--- config.mk ---
export PLATFORM = sky130hd
export DESIGN_NAME = arr_peak_search
export DESIGN_NICKNAME = d
export VERILOG_FILES = /design/src/rtl/arr_peak_search.sv
export SDC_FILE = /design/constraint.sdc
export NUM_CORES = 1
export LEC_CHECK = 0
export ABC_CLOCK_PERIOD_IN_PS = 4200
export CAP_MARGIN = 25
export CORE_ASPECT_RATIO = 2
export CORE_MARGIN = 2
export CORE_UTILIZATION = 45
export CTS_BUF_LIST = sky130_fd_sc_hd__clkbuf_8
export DETAILED_ROUTE_END_ITERATION = 10
export PLACE_DENSITY_LB_ADDON = 0.15
export SLEW_MARGIN = 15
export SYNTH_ARGS = -nofsm -noshare
export SYNTH_HDL_FRONTEND = slang
export SYNTH_SLANG_ARGS = --single-unit
--- constraint.sdc ---
create_clock -name clk -period 4.2 [get_ports clk]
set_input_delay 0.84 -clock clk [delete_from_list [all_inputs] [get_ports clk]]
set_output_delay 0.84 -clock clk [all_outputs]
set_load 0.03 [all_outputs]
--- src/rtl/arr_peak_search.sv ---
// Frame-based peak search over the non-coherent accumulator stream: tracks max/argmax,
// second-largest and frame sum, then publishes them with a one-cycle done pulse per frame.
module arr_peak_search #(
    parameter int IN_WIDTH  = 30,
    parameter int N_args    = 64,
    parameter int IDX_WIDTH = $clog2(N_args),
    parameter int SUM_WIDTH = IN_WIDTH + $clog2(N_args)
) (
    input  logic                        clk,
    input  logic                        resetn,
    input  logic signed [IN_WIDTH-1:0]  R_in,
    input  logic                        we,
    input  logic                        clr,
    input  logic signed [IN_WIDTH-1:0]  threshold,
    output logic signed [IN_WIDTH-1:0]  peak_val,
    output logic [IDX_WIDTH-1:0]        peak_idx,
    output logic signed [IN_WIDTH-1:0]  second_val,
    output logic signed [SUM_WIDTH-1:0] sum,
    output logic                        detect,
    output logic                        done,
    output logic                        dbg_state
);

    // Handshake: we is a qualifying strobe with no backpressure; every cycle with we=1
    // and clr=0 consumes R_in as the next argument of the current frame.
    typedef enum logic {SCAN_FIRST = 1'b0, SCAN = 1'b1} state_e;

    localparam int EXT = SUM_WIDTH - IN_WIDTH;
    localparam logic signed [IN_WIDTH-1:0] MOST_NEG = {1'b1, {(IN_WIDTH-1){1'b0}}};
    localparam logic [IDX_WIDTH-1:0] LAST_IDX = IDX_WIDTH'(N_args - 1);

    state_e                      state_q, state_d;
    logic [IDX_WIDTH-1:0]        idx_q, idx_d;
    logic signed [IN_WIDTH-1:0]  wmax_q, wmax_d;
    logic [IDX_WIDTH-1:0]        wmax_idx_q, wmax_idx_d;
    logic signed [IN_WIDTH-1:0]  wsec_q, wsec_d;
    logic signed [SUM_WIDTH-1:0] wsum_q, wsum_d;
    logic signed [IN_WIDTH-1:0]  peak_val_q, peak_val_d;
    logic [IDX_WIDTH-1:0]        peak_idx_q, peak_idx_d;
    logic signed [IN_WIDTH-1:0]  second_val_q, second_val_d;
    logic signed [SUM_WIDTH-1:0] sum_q, sum_d;
    logic                        detect_q, detect_d;
    logic                        done_q, done_d;
    logic signed [SUM_WIDTH-1:0] r_ext;
    logic                        frame_end;

    assign r_ext = {{EXT{R_in[IN_WIDTH-1]}}, R_in};

    always_comb begin
        state_d      = state_q;
        idx_d        = idx_q;
        wmax_d       = wmax_q;
        wmax_idx_d   = wmax_idx_q;
        wsec_d       = wsec_q;
        wsum_d       = wsum_q;
        peak_val_d   = peak_val_q;
        peak_idx_d   = peak_idx_q;
        second_val_d = second_val_q;
        sum_d        = sum_q;
        detect_d     = detect_q;
        done_d       = 1'b0;
        frame_end    = 1'b0;

        if (clr) begin
            idx_d   = '0;
            state_d = SCAN_FIRST;
        end else if (we) begin
            if (state_q == SCAN_FIRST) begin
                wmax_d     = R_in;
                wmax_idx_d = '0;
                wsec_d     = MOST_NEG;
                wsum_d     = r_ext;
            end else begin
                // Strict compare keeps the earliest index; an equal value lands in second.
                if (R_in > wmax_q) begin
                    wsec_d     = wmax_q;
                    wmax_d     = R_in;
                    wmax_idx_d = idx_q;
                end else if (R_in > wsec_q) begin
                    wsec_d = R_in;
                end
                wsum_d = wsum_q + r_ext;
            end

            frame_end = (idx_q == LAST_IDX);
            if (frame_end) begin
                idx_d   = '0;
                state_d = SCAN_FIRST;
            end else begin
                idx_d   = idx_q + IDX_WIDTH'(1);
                state_d = SCAN;
            end
        end

        if (frame_end) begin
            peak_val_d   = wmax_d;
            peak_idx_d   = wmax_idx_d;
            second_val_d = wsec_d;
            sum_d        = wsum_d;
            detect_d     = (wmax_d > threshold);
            done_d       = 1'b1;
        end
    end

    always_ff @(posedge clk or negedge resetn) begin
        if (!resetn) begin
            state_q      <= SCAN_FIRST;
            idx_q        <= '0;
            wmax_q       <= '0;
            wmax_idx_q   <= '0;
            wsec_q       <= '0;
            wsum_q       <= '0;
            peak_val_q   <= '0;
            peak_idx_q   <= '0;
            second_val_q <= '0;
            sum_q        <= '0;
            detect_q     <= 1'b0;
            done_q       <= 1'b0;
        end else begin
            state_q      <= state_d;
            idx_q        <= idx_d;
            wmax_q       <= wmax_d;
            wmax_idx_q   <= wmax_idx_d;
            wsec_q       <= wsec_d;
            wsum_q       <= wsum_d;
            peak_val_q   <= peak_val_d;
            peak_idx_q   <= peak_idx_d;
            second_val_q <= second_val_d;
            sum_q        <= sum_d;
            detect_q     <= detect_d;
            done_q       <= done_d;
        end
    end

    assign peak_val   = peak_val_q;
    assign peak_idx   = peak_idx_q;
    assign second_val = second_val_q;
    assign sum        = sum_q;
    assign detect     = detect_q;
    assign done       = done_q;
    assign dbg_state  = (state_q == SCAN);

endmodule

==> run_results.csv <==
group,metric,value,unit
cells_and_area,multiInputGateArea,7630,sq um
yosys,synth_edf_count,0,
yosys,syn_inst,1504,
die,fp.coreArea,29400,sq um
placed_design,gp_congestion,0.906,
cells_and_area,post-route-util,59.7,%
global_route,grt_max_degree,184,
sta,fin_tns_setup,-226,ps
cells_and_area,final_nets,1970,
worst_setup_path,path_class,"in -> reg",
sta,hold_slack,347,ps
sta,hold_viol_final,0,
clock_network,cts_tree,"done",
yosys,async_flop_share,100,%
worst_setup_path,cpPeakStageDelay,520,ps
routing,drt_iter0_drc,561,
yosys,yosysUniqueCellTypes,75,
global_route,track_usage,26.7,%
pwr,peakVddDrop,234,uV
routing,vias,12200,
worst_setup_path,slowest_stage,"clkdlybuf4s50_1",
placed_design,dp_hpwl,31400,microns
global_route,grt_overflow,0,
sta,worst_pin_slew,835,ps
worst_setup_path,cp.buffers_inverters,4,
clock_network,cts_max_level,2,
die,pin_count,169,
worst_setup_path,cp-end-kind,"flop",
sta,rsz0062_at_grt,"yes",
die,fp.dieH,248,microns
worst_setup_path,cp_data_required_time,4630,ps
global_route,grt_pass1_wl,65000,microns
cells_and_area,syn2layout_area_growth,31.4,%
clock_network,cts_made_buffers,35,
sta,fin_skew,34.9,ps
cells_and_area,fillers,2676,
clock_network,clk_pin_slew,60,ps
worst_setup_path,ff2ff_path_depth,22,
worst_setup_path,crit_arrival,4850,ps
worst_setup_path,rr_endpoint,"detect$_DFFE_PN0P_",
min_path,hold_class,"in -> async",
die,num_rows,89,
die,dieArea,31200,sq um
sta,fin_crit_sh,105,%
routing,dr.pass1.iters,7,
worst_setup_path,critPathCapture,"detect$_DFFE_PN0P_",
yosys,synth_warnings,0,
worst_setup_path,path_max_fanout,8,
yosys,syn_area,13400,sq um
worst_setup_path,crit_family,"compound AO/OA/AOI/OAI gates",
worst_setup_path,r2r_slack,-200,ps
worst_setup_path,path_depth,22,
clock_network,cts_sinks,213,
run_status,violations,"negative setup slack",
sta,finalSetupViolCount,1,
placed_design,place.port_buffers,168,
yosys,synth-main-ff-cell,"dfrtp_1",
yosys,ys_ff_latch,213,
die,die_w,126,microns
sta,max_freq,226,MHz
worst_setup_path,reg2reg_from,"wmax_q[19]$_DFF_PN0_",
sta,fin_crit,4430,ps
worst_setup_path,start_kind,"input pin",
run_status,outcome,"finished with violations",
routing,drc_errors,0,
routing,via_per_inst,5.63,
global_route,grt_pass1_vias,12300,
routing,wirelength,42500,microns
yosys,syn_area_per_cell,8.89,sq um
routing,routedWlPerCell,19.6,microns
clock_network,clk_latency,570,ps
worst_setup_path,crit_chain,"clkdlybuf4s50_1 > ha_1 > nand4_1 > buf_4 > nor2_2 > a32o_1 > a211o_1 > a21oi_4 > buf_6 > buf_12 > nand2_1 > o21ai_2 > ha_1 > a21o_1 > a21oi_2 > o22ai_1 > nor2_1 > o21a_1 > o41ai_4 > or4b_4 > o21ai_2 > o31ai_1",
job,drv_cap,0,
routing,ant_nets,0,
worst_setup_path,worstSetupStartpoint,"R_in[5]",
sta,setup_ws,-226,ps
sta,slew_viol_final,0,
yosys,yosysSeqAreaShare,39.9,%
pwr,power,7.71,mW
global_route,antenna_found_initial,1,
clock_network,clk_path_buf_depth,3,
cells_and_area,drive_above_1_share,17.0,%
pwr,p_leak,8.42,nW
yosys,syn_nets,1695,
die,initial_core_util,45.5,%
pwr,power_density,439,nW/um^2
cells_and_area,final-seq-area,5330,sq um
sta,max_slew_margin,44.3,%
clock_network,cts_root_buf,"clkbuf_8",
-- synthesized netlist by cell type (all sizes together) (5+ instances only) --
master / instances / area (sq um)
nor2b: 12 / 75.1
nor3: 11 / 60.1
xor2: 11 / 96.3
a31oi: 13 / 81.3
nand2b: 9 / 56.3
nor3b: 6 / 50.1
nand3: 30 / 150
o22a: 7 / 61.3
a21o: 38 / 285
a21boi: 6 / 45.0
nand4: 21 / 131
clkbuf: 57 / 215
nand2: 192 / 723
and3: 9 / 56.3
inv: 108 / 405
nor2: 69 / 262
dfrtp: 213 / 5330
buf: 25 / 169
o211ai: 8 / 60.1
a22o: 10 / 87.6
a21oi: 120 / 608
mux2i: 40 / 400
o21a: 10 / 75.1
o21ai: 229 / 1160
xnor2: 18 / 158
and2: 5 / 33.8
a211o: 6 / 52.6
mux2: 33 / 372
ha: 126 / 1580
a211oi: 6 / 50.1
o22ai: 7 / 43.8
-- power by group --
part	leakage, nW	switching [mW]	total, mW	internal, mW
logic	5.18	1.86	3.37	1.51
registers	2.83	0.132	2.43	2.29
clock network	0.407	0.895	1.91	1.01
total	8.42	2.89	7.71	4.82
-- worst min-delay path by stage --
stage | start | end | slack [ps] | cells past startpoint
finish | resetn | peak_val[9]$_DFFE_PN0P_ | 350 | 1
CTS | resetn | peak_val[7]$_DFFE_PN0P_ | 340 | 1
floorplan | wsum_q[12]$_DFF_PN0_ | wsum_q[12]$_DFF_PN0_ | 450 | 2
detailed placement | sum[9]$_DFFE_PN0P_ | sum[9]$_DFFE_PN0P_ | 470 | 2
global route | resetn | second_val[6]$_DFFE_PN0P_ | 390 | 1
global placement | sum[9]$_DFFE_PN0P_ | sum[9]$_DFFE_PN0P_ | 460 | 2
-- worst reg2reg max path, stage by stage, from the launching register on --
cell,delay [ps]
dfrtp_1,340
inv_2,70
ha_4,270
nand4_1,190
buf_4,210
a21oi_1,410
a2111oi_4,120
a211o_1,340
a21oi_4,210
buf_6,140
buf_12,120
nand2_1,80
o21ai_2,80
ha_1,260
a21o_1,180
a21oi_2,130
o22ai_1,90
nor2_1,100
o21a_1,160
o41ai_4,120
or4b_4,490
o21ai_2,120
o31ai_1,70
-- placed cells by master (no fill, tap or decap), drive strengths merged, types with 12 or more instances in the layout --
cell type / Yosys / layout
clkbuf: 57 / 47
a21o: 38 / 38
o21ai: 229 / 229
xnor2: 18 / 18
nand4: 21 / 21
dlymetal6s2s: 0 / 24
nor2: 69 / 69
ha: 126 / 126
nand3: 30 / 30
nand2: 192 / 192
nor2b: 12 / 12
mux2: 33 / 33
dfrtp: 213 / 213
inv: 108 / 121
a21oi: 120 / 120
mux2i: 40 / 40
buf: 25 / 150
clkdlybuf4s50: 0 / 140
a31oi: 13 / 13
-- what timing repair did --
item | in CTS | in global routing
hold buffers | 0 | 0
gates cloned | 0 | 3
setup endpoints to repair | 1 | 1
resized for setup | 5 | 88
pin swaps | 1 | 48
setup buffers | 0 | 10
-- area by class of cell --
| cell class | count | share of cell area, % |
|---|---|---|
| diodes | 1 | 0.0143 |
| well taps | 364 | 2.59 |
| multi-input cells | 1101 | 43.5 |
| repair buffers | 320 | 17.3 |
| clock buffers | 41 | 3.21 |
| inverters | 108 | 2.31 |
| clock inverters | 20 | 0.805 |
| flip-flops and latches | 213 | 30.4 |
-- per-stage QoR --
| stage | instance area (sq um) | setup WS (ps) | std cells |
|---|---|---|---|
| final | 17600 | -226 | 2168 |
| after global routing | 17600 | -423 | 2168 |
| after CTS | 17100 | -411 | 2154 |
| after detailed placement | 16400 | -1110 | 2093 |
| after global placement | 16400 | -960 | 2093 |
| after floorplan | 13500 | -77.8 | 1504 |
-- per-layer routing --
layer / vias to the layer above / global-route usage [%] / share of wire (%) / wire length (microns)
met5: - / 0 / 0 / 0
met4: 0 / 16.0 / 6.6 / 2800
met3: 133 / 3.56 / 3.8 / 1630
met2: 334 / 49.5 / 53 / 22500
met1: 5873 / 28.6 / 37 / 15600
li1: 5859 / - / - / -
-- sequential cells by signal, indices dropped and copies added (netlist names) --
signal      count
wmax_idx_q      6
detect          1
done            1
second_val     30
idx_q           6
wsec_q         30
wsum_q         36
dbg_state       1
peak_idx        6
wmax_q         30
sum            36
peak_val       30
-- cell families after synthesis --
kind of cell	share of synthesized area [%]
AND/OR/NAND/NOR	13.2
multiplexers	5.78
flip-flops	39.9
buffers and inverters	5.91
adder cells (fa/ha/maj)	11.9
XOR/XNOR	1.90
AO/OA/AOI/OAI	21.3
Note: power is estimated with default switching activity, not from simulation.
